`config.mk`:
```
export PLATFORM = sky130hd
export DESIGN_NAME = boot_loader
export DESIGN_NICKNAME = d
export VERILOG_FILES = /design/src/rtl/boot_pkg.sv /design/src/rtl/boot_loader_stdin_fifo.sv /design/src/rtl/boot_loader.sv
export SDC_FILE = /design/constraint.sdc
export NUM_CORES = 1
export LEC_CHECK = 0
export CAP_MARGIN = 10
export CELL_PAD_IN_SITES_DETAIL_PLACEMENT = 1
export CELL_PAD_IN_SITES_GLOBAL_PLACEMENT = 1
export CORE_UTILIZATION = 46
export DETAILED_ROUTE_END_ITERATION = 10
export PLACE_DENSITY_LB_ADDON = 0.1
export SLEW_MARGIN = 20
export SYNTH_ARGS = -nofsm -noshare
export SYNTH_HDL_FRONTEND = slang
export SYNTH_HIERARCHICAL = 1
export SYNTH_SLANG_ARGS = --single-unit
export TNS_END_PERCENT = 30
```
`constraint.sdc`:
```
create_clock -name clk -period 3.3 [get_ports clk]
set_input_delay 0.66 -clock clk [delete_from_list [all_inputs] [get_ports clk]]
set_output_delay 0.66 -clock clk [all_outputs]
set_load 0.01 [all_outputs]
```
`src/rtl/boot_pkg.sv`:
```
// Shared types and constants for the UART boot loader.
package boot_pkg;

  typedef enum logic [2:0] {
    SEND_HELLO = 3'd0,
    RECV_SIZE  = 3'd1,
    RECV_PROG  = 3'd2,
    SEND_ACK   = 3'd3,
    RUN        = 3'd4,
    ERROR      = 3'd5
  } boot_state_t;

  localparam logic [7:0] HELLO_BYTE = 8'h99;
  localparam logic [7:0] ACK_BYTE   = 8'hAA;

  // A program size is loadable when word aligned and no larger than the whole imem.
  function automatic logic size_ok(input logic [31:0] size, input int aw);
    logic [32:0] max_bytes;
    max_bytes = 33'd4 << aw;
    return (size[1:0] == 2'b00) && ({1'b0, size} <= max_bytes);
  endfunction

endpackage

```
`src/rtl/boot_loader_stdin_fifo.sv`:
```
// First-word-fall-through FIFO holding stdin bytes received after boot.
module stdin_fifo #(
  parameter int WIDTH = 8,
  parameter int DEPTH = 32
) (
  input  logic             clk,
  input  logic             rst_n,
  input  logic             push_i,
  input  logic [WIDTH-1:0] wdata_i,
  input  logic             pop_i,
  output logic [WIDTH-1:0] rdata_o,
  output logic             full_o,
  output logic             empty_o
);

  localparam int PTR_W = (DEPTH > 1) ? $clog2(DEPTH) : 1;
  localparam logic [PTR_W-1:0] LAST_PTR  = PTR_W'(DEPTH - 1);
  localparam logic [PTR_W-1:0] PTR_ZERO  = PTR_W'(32'd0);
  localparam logic [PTR_W-1:0] PTR_ONE   = PTR_W'(32'd1);
  localparam logic [PTR_W:0]   CNT_FULL  = (PTR_W + 1)'(DEPTH);
  localparam logic [PTR_W:0]   CNT_ONE   = (PTR_W + 1)'(32'd1);
  localparam logic [PTR_W:0]   CNT_ZERO  = (PTR_W + 1)'(32'd0);

  logic [WIDTH-1:0] mem_q [DEPTH];
  logic [PTR_W-1:0] rd_ptr_q, rd_ptr_d, wr_ptr_q, wr_ptr_d;
  logic [PTR_W:0]   count_q, count_d;
  logic             do_push_s, do_pop_s;

  assign empty_o = (count_q == CNT_ZERO);
  assign full_o  = (count_q == CNT_FULL);
  assign rdata_o = empty_o ? {WIDTH{1'b0}} : mem_q[rd_ptr_q];

  // Pointer and occupancy update; a push into a full FIFO is accepted only alongside a pop.
  always_comb begin
    do_pop_s  = pop_i && !empty_o;
    do_push_s = push_i && (!full_o || do_pop_s);
    rd_ptr_d  = rd_ptr_q;
    wr_ptr_d  = wr_ptr_q;
    count_d   = count_q;
    if (do_pop_s) begin
      rd_ptr_d = (rd_ptr_q == LAST_PTR) ? PTR_ZERO : rd_ptr_q + PTR_ONE;
    end else begin
      rd_ptr_d = rd_ptr_q;
    end
    if (do_push_s) begin
      wr_ptr_d = (wr_ptr_q == LAST_PTR) ? PTR_ZERO : wr_ptr_q + PTR_ONE;
    end else begin
      wr_ptr_d = wr_ptr_q;
    end
    case ({do_push_s, do_pop_s})
      2'b10:   count_d = count_q + CNT_ONE;
      2'b01:   count_d = count_q - CNT_ONE;
      default: count_d = count_q;
    endcase
  end

  // Pointer/count registers.
  always_ff @(posedge clk or negedge rst_n) begin
    if (!rst_n) begin
      rd_ptr_q <= PTR_ZERO;
      wr_ptr_q <= PTR_ZERO;
      count_q  <= CNT_ZERO;
    end else begin
      rd_ptr_q <= rd_ptr_d;
      wr_ptr_q <= wr_ptr_d;
      count_q  <= count_d;
    end
  end

  // Storage array; contents need no reset since occupancy gates the output.
  always_ff @(posedge clk) begin
    if (do_push_s) begin
      mem_q[wr_ptr_q] <= wdata_i;
    end
  end

endmodule

```
`src/rtl/boot_loader.sv`:
```
// UART boot loader: handshakes with the host, streams the program into imem,
// then forwards later bytes into the stdin FIFO.
module boot_loader
  import boot_pkg::*;
#(
  parameter int IMEM_ADDR_WIDTH  = 15,
  parameter int STDIN_FIFO_DEPTH = 32
) (
  input  logic                       clk,
  input  logic                       reset_n,
  input  logic [7:0]                 rx_rdata,
  input  logic                       rx_rdata_ready,
  input  logic                       rx_ferr,
  output logic [7:0]                 tx_sdata,
  output logic                       tx_start,
  input  logic                       tx_busy,
  output logic                       imem_we,
  output logic [IMEM_ADDR_WIDTH-1:0] imem_addr,
  output logic [31:0]                imem_wdata,
  output logic                       boot_done,
  output logic                       boot_error,
  output logic [7:0]                 stdin_rdata,
  output logic                       stdin_empty,
  input  logic                       stdin_re,
  output logic                       stdin_overflow
);

  localparam logic [IMEM_ADDR_WIDTH-1:0] IDX_ONE = IMEM_ADDR_WIDTH'(32'd1);

  boot_state_t                state_q, state_d;
  logic [31:0]                size_q, size_d, byte_cnt_q, byte_cnt_d;
  logic [23:0]                word_q, word_d;
  logic [IMEM_ADDR_WIDTH-1:0] word_idx_q, word_idx_d, imem_addr_q, imem_addr_d;
  logic [31:0]                imem_wdata_q, imem_wdata_d;
  logic [7:0]                 tx_sdata_q, tx_sdata_d;
  logic                       tx_start_q, tx_start_d, imem_we_q, imem_we_d;
  logic                       boot_done_q, boot_done_d, boot_error_q, boot_error_d;
  logic                       overflow_q, overflow_d;
  logic                       rx_good_s, rx_bad_s, tx_ok_s, fifo_push_s, fifo_full_s;
  logic [31:0]                new_size_s;

  assign rx_good_s  = rx_rdata_ready && !rx_ferr;
  assign rx_bad_s   = rx_rdata_ready && rx_ferr;
  // The extra !tx_start_q cycle hides UART_TX's latency in raising tx_busy.
  assign tx_ok_s    = !tx_busy && !tx_start_q;
  assign new_size_s = {rx_rdata, size_q[31:8]};

  // Next-state and output decode.
  always_comb begin
    state_d      = state_q;
    size_d       = size_q;
    byte_cnt_d   = byte_cnt_q;
    word_d       = word_q;
    word_idx_d   = word_idx_q;
    imem_addr_d  = imem_addr_q;
    imem_wdata_d = imem_wdata_q;
    tx_sdata_d   = tx_sdata_q;
    tx_start_d   = 1'b0;
    imem_we_d    = 1'b0;
    boot_done_d  = boot_done_q;
    boot_error_d = boot_error_q;
    fifo_push_s  = 1'b0;
    case (state_q)
      SEND_HELLO: begin
        if (tx_ok_s) begin
          tx_start_d = 1'b1;
          tx_sdata_d = HELLO_BYTE;
          state_d    = RECV_SIZE;
        end else begin
          state_d = SEND_HELLO;
        end
      end
      RECV_SIZE: begin
        if (rx_bad_s) begin
          state_d = ERROR;
        end else if (rx_good_s) begin
          size_d = new_size_s;
          if (byte_cnt_q == 32'd3) begin
            byte_cnt_d = 32'd0;
            if (!size_ok(new_size_s, IMEM_ADDR_WIDTH)) begin
              state_d = ERROR;
            end else if (new_size_s == 32'd0) begin
              state_d = SEND_ACK;
            end else begin
              state_d = RECV_PROG;
            end
          end else begin
            byte_cnt_d = byte_cnt_q + 32'd1;
          end
        end else begin
          state_d = RECV_SIZE;
        end
      end
      RECV_PROG: begin
        if (rx_bad_s) begin
          state_d = ERROR;
        end else if (rx_good_s) begin
          byte_cnt_d = byte_cnt_q + 32'd1;
          word_d     = {rx_rdata, word_q[23:8]};
          if (byte_cnt_q[1:0] == 2'b11) begin
            imem_we_d    = 1'b1;
            imem_addr_d  = word_idx_q;
            imem_wdata_d = {rx_rdata, word_q};
            word_idx_d   = word_idx_q + IDX_ONE;
          end else begin
            imem_we_d = 1'b0;
          end
          if (byte_cnt_q + 32'd1 == size_q) begin
            state_d = SEND_ACK;
          end else begin
            state_d = RECV_PROG;
          end
        end else begin
          state_d = RECV_PROG;
        end
      end
      SEND_ACK: begin
        fifo_push_s = rx_good_s;
        if (tx_ok_s) begin
          tx_start_d = 1'b1;
          tx_sdata_d = ACK_BYTE;
          state_d    = RUN;
        end else begin
          state_d = SEND_ACK;
        end
      end
      RUN: begin
        fifo_push_s = rx_good_s;
        boot_done_d = 1'b1;
      end
      ERROR: begin
        boot_error_d = 1'b1;
      end
      default: begin
        state_d = ERROR;
      end
    endcase
    if (fifo_push_s && fifo_full_s && !stdin_re) begin
      overflow_d = 1'b1;
    end else begin
      overflow_d = overflow_q;
    end
  end

  // State and registered outputs.
  always_ff @(posedge clk or negedge reset_n) begin
    if (!reset_n) begin
      state_q      <= SEND_HELLO;
      size_q       <= 32'd0;
      byte_cnt_q   <= 32'd0;
      word_q       <= 24'd0;
      word_idx_q   <= '0;
      imem_addr_q  <= '0;
      imem_wdata_q <= 32'd0;
      imem_we_q    <= 1'b0;
      tx_sdata_q   <= 8'd0;
      tx_start_q   <= 1'b0;
      boot_done_q  <= 1'b0;
      boot_error_q <= 1'b0;
      overflow_q   <= 1'b0;
    end else begin
      state_q      <= state_d;
      size_q       <= size_d;
      byte_cnt_q   <= byte_cnt_d;
      word_q       <= word_d;
      word_idx_q   <= word_idx_d;
      imem_addr_q  <= imem_addr_d;
      imem_wdata_q <= imem_wdata_d;
      imem_we_q    <= imem_we_d;
      tx_sdata_q   <= tx_sdata_d;
      tx_start_q   <= tx_start_d;
      boot_done_q  <= boot_done_d;
      boot_error_q <= boot_error_d;
      overflow_q   <= overflow_d;
    end
  end

  stdin_fifo #(
    .WIDTH(8),
    .DEPTH(STDIN_FIFO_DEPTH)
  ) u_stdin_fifo (
    .clk    (clk),
    .rst_n  (reset_n),
    .push_i (fifo_push_s),
    .wdata_i(rx_rdata),
    .pop_i  (stdin_re),
    .rdata_o(stdin_rdata),
    .full_o (fifo_full_s),
    .empty_o(stdin_empty)
  );

  assign tx_sdata       = tx_sdata_q;
  assign tx_start       = tx_start_q;
  assign imem_we        = imem_we_q;
  assign imem_addr      = imem_addr_q;
  assign imem_wdata     = imem_wdata_q;
  assign boot_done      = boot_done_q;
  assign boot_error     = boot_error_q;
  assign stdin_overflow = overflow_q;

endmodule
```
Word level (Yosys, flattened, before mapping)
Memories as Yosys holds them, arrays and structs flattened. Index checks and enable logic that the tools add are counted.

Memories: 1. Output and inout bits: 69. Flip-flop bits (word level): 182. RAM bits: 256.

Memories: u_stdin_fifo.mem_q (depth 32, width 8, read ports 1, clocked after Yosys merged registers in 0, write ports 1, line boot_loader_stdin_fifo.sv:24) `logic [WIDTH-1:0] mem_q [DEPTH];`.

Bitwise gates (word level): 2. Magnitude comparators: 1. Mux-type cells: 33. $add $sub $neg: 6. Reduce and logical (&&, ||, !) cells: 31. Equal/unequal tests: 20.

Operators by type and width (count): $mux 32 (5); $pmux 32 s2 (1); $add 32x1->32 const B (1); $eq 32x2->1 const B (1); $eq 32x32->1 (1); $le 32x18->1 const B (1); $logic_not 32->1 (1); $mux 8 (3); $mux 3 (7); $pmux 8 s2 (1); $add 15x1->15 const B (1); $pmux 3 s5 (1); $mux 1 (12); $ne 2x2->1 const B (6); $pmux 6 s2 (1); $add 5x1->5 const B (2); $eq 5x5->1 const B (2); $mux 5 (2); $reduce_and 3->1 (3); $logic_and 1x1->1 (8); $add 6x1->6 const B (1); $eq 3x2->1 const B (2); $eq 3x3->1 const B (2); $eq 6x6->1 const B (1); 16 further kinds (27).

Depth between registers and ports, before layout
Gate-level depths: netlist of the first run.

Depth in word-level cells: 7. Gate-level depth with buffers: 12. Gate-level depth less buffers: 10.

Modules after synthesis
The synthesis of the first run kept the hierarchy.

By module, submodules not included: stdin_fifo (cells each 551, times used 1, area an instance 10915.5 um^2, seq. area each 8087.8 um^2); boot_loader (cells each 757, times used 1, area an instance 7928.9 um^2, seq. area each 4028.9 um^2).

Worst setup path after synthesis of the first run
No wires, ideal clock.

Kind: register to register. From: register state_q[2]. To: register u_stdin_fifo.count_q[5]. Buffers on the path: 2. Stages on the path, launching flop included: 12. Data required time: 3.213 ns. Setup slack: 0.237 ns. Data arrival time: 2.976 ns. Cell sequence: dfrtp_1 > clkbuf_1 > or3b_2 > a21oi_1 > clkbuf_1 > nor2_4 > ha_1 > a211oi_1 > o21bai_1 > a21oi_1 > mux2_2 > o211ai_1.

Longest elaborated chain between the ends: 6.

RTL lines: start: declaration (line boot_loader.sv:30) `boot_state_t state_q, state_d;`; start signal: assignment (line boot_loader.sv:162) `state_q <= state_d;`; $eq 3x2->1 or $eq 3x3->1 (tied branches) (line boot_loader.sv:63) `case (state_q)`; $reduce_or 2->1 (no source line) *; $mux 1 * (line boot_loader.sv:63); named net fifo_push_s (line boot_loader.sv:39) `logic rx_good_s, rx_bad_s, tx_ok_s, fifo_push_s, fifo_full_s;`; $logic_and 1x1->1 * (line boot_loader_stdin_fifo.sv:36) `do_push_s = push_i && (!full_o || do_pop_s);`; $eq 2x1->1 or $eq 2x2->1 (tied branches) (line boot_loader_stdin_fifo.sv:50) `case ({do_push_s, do_pop_s})`; $pmux 6 s2 or $reduce_bool 2->1 (tied branches); end signal: assignment (line boot_loader_stdin_fifo.sv:66) `count_q <= count_d;`; end: declaration (line boot_loader_stdin_fifo.sv:26) `logic [PTR_W:0] count_q, count_d;`.

Mark *: on every way through the listed nets, which the timed path passes. The rest lies on a longest branch. A chain may end at the register's enable or synchronous reset.

Worst setup path after layout of the first run
From: register u_stdin_fifo.rd_ptr_q[0]. To: output port stdin_rdata[3].

Longest elaborated chain between the ends: 2.

RTL lines: start: declaration (line boot_loader_stdin_fifo.sv:25) `logic [PTR_W-1:0] rd_ptr_q, rd_ptr_d, wr_ptr_q, wr_ptr_d;`; start signal: assignment (line boot_loader_stdin_fifo.sv:64) `rd_ptr_q <= rd_ptr_d;`; $mem_v2 32x8; $mux 8 (line boot_loader_stdin_fifo.sv:31) `assign rdata_o = empty_o ? {WIDTH{1'b0}} : mem_q[rd_ptr_q];`; end: declaration (line boot_loader.sv:22) `output logic [7:0] stdin_rdata,`.

No other way between the ends.

==> impl_summary.log, run 1 <==
[metrics] post-synth top area share: 40.8%
[metrics] most utilized layer in the global route result: met2
[metrics] Critical-path top delay cell: sky130_fd_sc_hd__dfrtp_4
[metrics] count of boundary I/O pins: between 80 and 90
[metrics] setup repair after global routing missed its margin: true
[metrics] final count of negative-setup-slack endpoints: 0
[metrics] cell type contributing the most total cell area after synthesis: sky130_fd_sc_hd__edfxtp_1
[metrics] fin. max-slew vios: 0
[metrics] Sink Count: around 430
[metrics] post-layout minimum cycle time: 3.25 ns
[metrics] commonest non-fill, non-tap cell in the layout: sky130_fd_sc_hd__edfxtp_1
[metrics] Peak Freq: slightly above 0.3 GHz
[metrics] beginning of the worst register-to-register path: state_q[1]
[metrics] worst slack at placement: a little under 0.06 ns
[metrics] transition at the pin with the smallest max-transition slack: about 0.73 ns
[metrics] final-stage net count: ~1500
[metrics] number of buffers added by the clock tree synthesis step: 45
[metrics] relative area change from synthesis to final layout: 18.7%
[metrics] placeable core area: 0.0401 mm²
[metrics] number of instances in the placed design: about 1900
[metrics] clock tree from TritonCTS: done
[metrics] CP startpoint: u_stdin_fifo/rd_ptr_q[0]
[metrics] critical path peak fanout: 7
[metrics] number of antenna cells inserted: 0
[metrics] DRC violations left: 0
[metrics] wire length of the first global-routing pass: approximately 77 mm
[metrics] fraction of layout instances using a drive strength above 1: about 24%
[metrics] Worst-path clk slew: roughly 0.070 ns
[metrics] total length of routed wires: just under 50 mm
[metrics] Max Clock Skew: slightly above 0.02 ns
[metrics] worst-case headroom to the max-slew limit: slightly above 50%
[metrics] Synth Warn #: 6
[metrics] number of H-tree levels: 2
[metrics] pin count of the biggest net entering global routing: 66
[metrics] summed instance area of the synthesized netlist: around 0.019 mm²
[metrics] HPWL Detailed: roughly 32 mm
[metrics] Storage cell area: about 0.012 mm²
[metrics] Final Worst Setup Slack: around 0.05 ns
[metrics] final weighted congestion in routability-driven placement: approximately 0.8
[metrics] Clock Path Buffers: 3
[metrics] arrival time reported for the critical path endpoint: 2.59 ns
[metrics] FILL cells: a little under 4000
[metrics] reg2reg setup slack: 0.26 ns
[metrics] predominant post-synthesis flop cell: sky130_fd_sc_hd__edfxtp_1
[metrics] routed length per placed instance: about 25 µm
[metrics] kind of launch point of the worst setup path: register
[metrics] final period utilization: a little over nine tenths
[metrics] number of global-route vias before repair: 12400
[metrics] clk_lat worst skew: about 0.58 ns
[metrics] Gate Count Post-Synth: 1308
[metrics] type of the tightest min-delay check: in2async
[metrics] buffers added on ports: 80
[metrics] cell repeated most along the worst path: sky130_fd_sc_hd__buf_12
[metrics] crit path capture type: output port
[metrics] overall die area: ~0.042 mm²
[metrics] largest vdd supply drop: around 0.34 mV
[metrics] number of standard cells in the layout, taps in and fillers out: roughly 2000
[metrics] Post-DRT Antenna Nets: 0
[metrics] remaining global-route overflow: 0
[metrics] leading cell types in the layout, fill and taps excluded: sky130_fd_sc_hd__edfxtp_1 (256), sky130_fd_sc_hd__dfrtp_1 (175), sky130_fd_sc_hd__nand2_1 (116), sky130_fd_sc_hd__mux2_2 (83), sky130_fd_sc_hd__buf_4 (80)
[metrics] violation count after the first detailed-routing iteration: 697
[metrics] capture point of the worst reg-to-reg path: u_stdin_fifo/count_q[5]
[metrics] required arrival time at the worst endpoint: around 2.6 ns
[metrics] end of the critical path: stdin_rdata[3]
[metrics] number of buffers and inverters on the critical path: 3
[metrics] Pwr Density: between 600 and 700 mW/mm²
[metrics] fraction of met1 tracks used by global routing: between 30% and 40%
[metrics] routed via count divided by cell count: roughly 5.8
[metrics] FP Rows: 73
[metrics] outcome: completed
[metrics] number of endpoints with negative hold slack in the final report: 0
[metrics] Vert. Die Dim: between 200 and 250 µm
[metrics] CP max stage delay: 0.54 ns
[metrics] number of max-cap violations: 0
[metrics] Synth async-reset ratio: between 40 and 50%
[metrics] critical path class: reg2out
[metrics] cell chosen for the clock root: sky130_fd_sc_hd__clkbuf_16
[metrics] Syn Area/Cell: roughly 14 µm²
[metrics] final core utilization: 55.8%
[metrics] Horiz. Die Dim: 204 µm
[metrics] Levels on crit path: 7
[metrics] antenna violations before repair: 0
[metrics] met2 track demand over resource in global routing: around two fifths
[metrics] EDFF count, synth: around 260
[metrics] number of library cell types mapped by synthesis: 73
[metrics] multi-input gate area in the final layout: between 0.006 and 0.007 mm²
[metrics] gate family responsible for the most delay along the worst path: flip-flops
[metrics] ordered cell list for the critical path: buf_12, buf_12, mux4_2, mux2i_2, a211o_1, a31oi_2, buf_2
[metrics] met3 track utilization from global routing: under 10%
[metrics] total number of vias: between 10000 and 15000
[metrics] Pre-antenna DRT Iters: 5
[metrics] portion of the post-synthesis area used by sequential elements: approximately 64%
[metrics] Lkg Pwr: 8.61 nW
[metrics] FF-to-FF path depth: 9
[metrics] number of register bits inferred by synthesis: ~430
[metrics] total routing usage reported by global routing: about a quarter
[metrics] worst hold margin: around 0.074 ns
[metrics] largest cells by area after synthesis: sky130_fd_sc_hd__edfxtp_1 (41%), sky130_fd_sc_hd__dfrtp_1 (24%), sky130_fd_sc_hd__mux4_2 (7.6%), sky130_fd_sc_hd__mux2_2 (5.0%), sky130_fd_sc_hd__nand2_1 (2.3%)
[metrics] starting utilization of the core area: 47.0%
how the worst min path moves through the flow:
stage	end	cells past startpoint	slack [ns]	start
3_3_place_gp	boot_done	1	0.45	boot_done
4_1_cts	byte_cnt_q[6]	1	0.11	reset_n
6_report	byte_cnt_q[6]	1	0.07	reset_n
3_5_place_dp	boot_error	1	0.45	boot_error
5_1_grt	byte_cnt_q[6]	1	0.11	reset_n
2_1_floorplan	boot_done	0	0.36	reset_n
repair_timing:
item / 4_1_cts / 5_1_grt
buffers inserted: 3 / 1
endpoints found under the setup margin: 9 / 7
gates cloned: 2 / 0
endpoints found under the hold margin: 0 / 0
pin swaps: 2 / 2
gates resized for setup: 30 / 22
hold buffers: 0 / 0
cell families after synthesis:
group / count (synthesis) / synth area share (%)
compound gates: 179 / 6.26
xor+xnor: 64 / 2.97
buf+inv: 97 / 2.28
fa+ha+maj: 14 / 0.969
flops: 433 / 64.3
simple gates: 360 / 9.88
mux: 160 / 13.3
other cells: 1 / 0.0199
cells in the mapped netlist, drive strengths merged (11+ instances only):
cell and instances:
nand3 21, mux4 64, xnor2 43, and3 16
nor3 15, nand4 29, mux2 86, nor4 19
nor2b 11, ha 13, inv 16, buf 42
o31ai 17, nor2 78, xor2 21, a31oi 13
o21ai 57, a22oi 16, edfxtp 256, clkbuf 38
nand2 117, a21oi 26, dfrtp 177
flip-flops by register name, summed over array words and instances, names as in the netlist, 5 cells and up:
name and count:
u_stdin_fifo/mem_q 256, byte_cnt_q 32, imem_wdata 32, size_q 32, word_q 24, imem_addr 15
word_idx_q 15, u_stdin_fifo/count_q 6, u_stdin_fifo/rd_ptr_q 5, u_stdin_fifo/wr_ptr_q 5
routing by layer:
metal | share of wire, % | vias up
met3 | 4.8 | 58
li1 | - | 5219
met1 | 44 | 6083
met2 | 49 | 255
met4 | 1.6 | 0
met5 | 0 | -
stage by stage:
stage | TNS (ns) | power, W | instance area (µm²)
detailed placement | 0 | 0.00968 | 20700
global placement | 0 | 0.00957 | 20700
floorplan | 0 | 0.00838 | 18800
CTS | -0.364 | 0.0149 | 22300
global route | -0.00811 | 0.0153 | 22400
finish | 0 | 0.0148 | 22400
power by group:
group          switching [W]  internal, W
clock                0.00209      0.00294
combinational        0.00177      0.00159
sequential          0.000393      0.00598
total                0.00426       0.0105
area by class of cell:
cell class	instances	area share, %
timing repair buffer	172	7.31
tap	525	2.94
multi-input combinational	779	28.8
inverter	17	0.285
clock buffer	65	5.73
clock inverter	18	0.772
sequential	433	54.2
(Power assumes the default switching activity.)
==> inputs of run 2 (changes only) <==
CORE_ASPECT_RATIO = 0.6   (was default)
SKIP_LAST_GASP = 1   (was default)
==> impl_summary.log, run 2 (synthesis results as in run 1) <==
[metrics] final weighted congestion in routability-driven placement: between 0.8 and 0.9
[metrics] worst-case headroom to the max-slew limit: 55.1%
[metrics] setup repair after global routing missed its margin: true
[metrics] count of boundary I/O pins: 83
[metrics] fraction of layout instances using a drive strength above 1: 24.8%
[metrics] total length of routed wires: just over 50 mm
[metrics] required arrival time at the worst endpoint: between 2 and 3 ns
[metrics] CP max stage delay: between 0.5 and 0.6 ns
[metrics] violation count after the first detailed-routing iteration: 1104
[metrics] Clock Path Buffers: 3
[metrics] total routing usage reported by global routing: around 25%
[metrics] type of the tightest min-delay check: in2async
[metrics] cell chosen for the clock root: sky130_fd_sc_hd__clkbuf_16
[metrics] metal1 wirelength: ~25 mm
[metrics] pin count of the biggest net entering global routing: between 60 and 70
[metrics] post-route design area: 0.0223 mm²
[metrics] number of global-route vias before repair: between 10000 and 15000
[metrics] final count of negative-setup-slack endpoints: 3
[metrics] crit path capture type: output port
[metrics] FF-to-FF path depth: 10
[metrics] largest vdd supply drop: around 0.39 mV
[metrics] clock tree from TritonCTS: done
[metrics] fin. max-slew vios: 0
[metrics] Net Sw Frac: about 30%
[metrics] HPWL Detailed: 34.8 mm
[metrics] critical path peak fanout: 11
[metrics] outcome: finished with violations
[metrics] routed wl met3: 3.50 mm
[metrics] arrival time reported for the critical path endpoint: around 2.7 ns
[metrics] internal power consumption: 0.0102 W
[metrics] Vert. Die Dim: 159 µm
[metrics] met2 WL: 21.7 mm
[metrics] Reg with most FFs: u_stdin_fifo/mem_q
[metrics] Lkg Pwr: about 8.7 nW
[metrics] worst slack at placement: -0.0295 ns
[metrics] Sum Neg Setup Slack: -0.0258 ns
[metrics] cell area reported after detailed placement: ~0.021 mm²
[metrics] Horiz. Die Dim: approximately 260 µm
[metrics] Pre-antenna DRT Iters: 5
[metrics] FP Rows: between 50 and 60
[metrics] beginning of the worst register-to-register path: u_stdin_fifo/count_q[1]
[metrics] buffers added on ports: 80
[metrics] switching power of the nets: between 0.004 and 0.005 W
[metrics] Peak Freq: slightly above 0.3 GHz
[metrics] post-layout minimum cycle time: 3.32 ns
[metrics] transition at the pin with the smallest max-transition slack: 0.669 ns
[metrics] ordered cell list for the critical path: buf_4, buf_12, mux4_2, a22oi_2, buf_4, a31oi_1, dlygate4sd2_1
[metrics] relative area change from synthesis to final layout: 18.3%
[metrics] routed via count divided by cell count: between 5 and 6
[metrics] number of endpoints with negative hold slack in the final report: 0
[metrics] DRC violations left: 0
[metrics] reg2reg setup slack: about 0.14 ns
[metrics] placeable core area: between 0.04 and 0.05 mm²
[metrics] part of the total power dissipated in sequential elements: a little over two fifths
[metrics] number of max-cap violations: 0
[metrics] Sink Count: 433
[metrics] multi-input gate area in the final layout: 0.00637 mm²
[metrics] routed length per placed instance: between 20 and 30 µm
[metrics] leading cell types in the layout, fill and taps excluded: sky130_fd_sc_hd__edfxtp_1 (256), sky130_fd_sc_hd__dfrtp_1 (175), sky130_fd_sc_hd__nand2_1 (116), sky130_fd_sc_hd__buf_4 (109), sky130_fd_sc_hd__mux2_2 (83)
[metrics] critical path class: reg2out
[metrics] logic gate share of total power: between 20% and 30%
[metrics] capture point of the worst reg-to-reg path: u_stdin_fifo/count_q[5]
[metrics] final-stage net count: 1497
[metrics] wire length of the first global-routing pass: around 80 mm
[metrics] Critical-path top delay cell: sky130_fd_sc_hd__mux4_2
[metrics] starting utilization of the core area: ~47%
[metrics] overall die area: 0.0418 mm²
[metrics] cell repeated most along the worst path: sky130_fd_sc_hd__buf_4
[metrics] total number of vias: 11900
[metrics] Worst-path clk slew: around 0.070 ns
[metrics] number of H-tree levels: 2
[metrics] hold bufs inserted after CTS: 0
[metrics] FILL cells: 3900
[metrics] Max Clock Skew: roughly 0.026 ns
[metrics] Final Worst Setup Slack: -0.0153 ns
[metrics] highest metal layer with signal wires: met4
[metrics] proportion of power drawn by the clock network: 32.0%
[metrics] Storage cell area: 0.0121 mm²
[metrics] remaining global-route overflow: 0
[metrics] clk_lat worst skew: 0.56 ns
[metrics] number of buffers added by the clock tree synthesis step: slightly above 40
[metrics] final core utilization: between 50% and 60%
[metrics] total power after layout: 0.0145 W
[metrics] max FFs per register: approximately 260
[metrics] antenna violations before repair: 1
[metrics] Pwr Density: approximately 650 mW/mm²
[metrics] commonest non-fill, non-tap cell in the layout: sky130_fd_sc_hd__edfxtp_1
[metrics] kind of launch point of the worst setup path: register
[metrics] violations in the final reports: setup timing
[metrics] Post-DRT Antenna Nets: 0
[metrics] final period utilization: 100%
[run 2: cell count changes in the layout (fill, tap and decap cells not counted), moves of 3 or more]
cell / before / now
sky130_fd_sc_hd__buf_16: 4 / 0
sky130_fd_sc_hd__buf_4: 80 / 109
sky130_fd_sc_hd__bufinv_16: 3 / 0
sky130_fd_sc_hd__clkbuf_16: 46 / 42
sky130_fd_sc_hd__clkbuf_2: 7 / 1
sky130_fd_sc_hd__clkinv_1: 6 / 2
sky130_fd_sc_hd__dlygate4sd2_1: 0 / 3
sky130_fd_sc_hd__mux2i_1: 2 / 9
sky130_fd_sc_hd__mux2i_2: 4 / 1
sky130_fd_sc_hd__mux2i_4: 4 / 0
[run 2: power by group through the flow]
stage	Clock [W]	Combinational, W	Sequential [W]
6_report	0.00463	0.00349	0.00637
5_1_grt	0.00492	0.00375	0.00640
4_1_cts	0.00474	0.00343	0.00636
3_5_place_dp	0	0.00337	0.00648
3_3_place_gp	0	0.00328	0.00646
2_1_floorplan	0	0.00210	0.00628
[run 2: per-stage QoR]
stage,hold WS [ns],cells
4_1_cts,0.101,2027
3_5_place_dp,0.456,1948
5_1_grt,0.120,2032
3_3_place_gp,0.457,1948
2_1_floorplan,0.364,1309
6_report,0.0947,2032
[run 2: worst max path at each step]
stage,start,to,slack (ns),depth (start not counted)
after detailed placement,rx_rdata_ready,u_stdin_fifo/count_q[5],-0.03,11
after global placement,rx_ferr,u_stdin_fifo/count_q[5],0.11,11
after global routing,u_stdin_fifo/rd_ptr_q[0],stdin_rdata[7],-0.08,7
after CTS,u_stdin_fifo/rd_ptr_q[0],stdin_rdata[6],-0.05,8
after floorplan,state_q[2],u_stdin_fifo/count_q[5],0.24,11
final,u_stdin_fifo/rd_ptr_q[0],stdin_rdata[7],-0.02,7
[run 2: per-layer routing]
metal	vias to the layer above	GRT usage, %
met1	6218	40.6
met4	0	4.57
li1	5259	-
met2	357	34.7
met5	-	0
met3	51	4.70
[run 2: what timing repair did]
item	in CTS	in global routing
setup endpoints to repair	9	8
gates resized for setup	28	13
setup buffers	4	4
gates cloned	1	0
pin swaps	1	1
[run 2: layout make-up]
type / count / area share, %
flip-flops and latches: 433 / 54.4
multi-input cells: 779 / 28.6
repair buffers: 197 / 7.95
clock buffers: 62 / 5.41
well taps: 531 / 2.98
clock inverters: 12 / 0.421
inverters: 17 / 0.286
diodes: 1 / 0.0112
[run 2: critical path, delay by kind of cell (launching register included)]
family | cells | cell delay, ns
compound gates | 2 | 0.31
buf+inv | 4 | 0.75
mux | 1 | 0.53
flops | 1 | 0.48
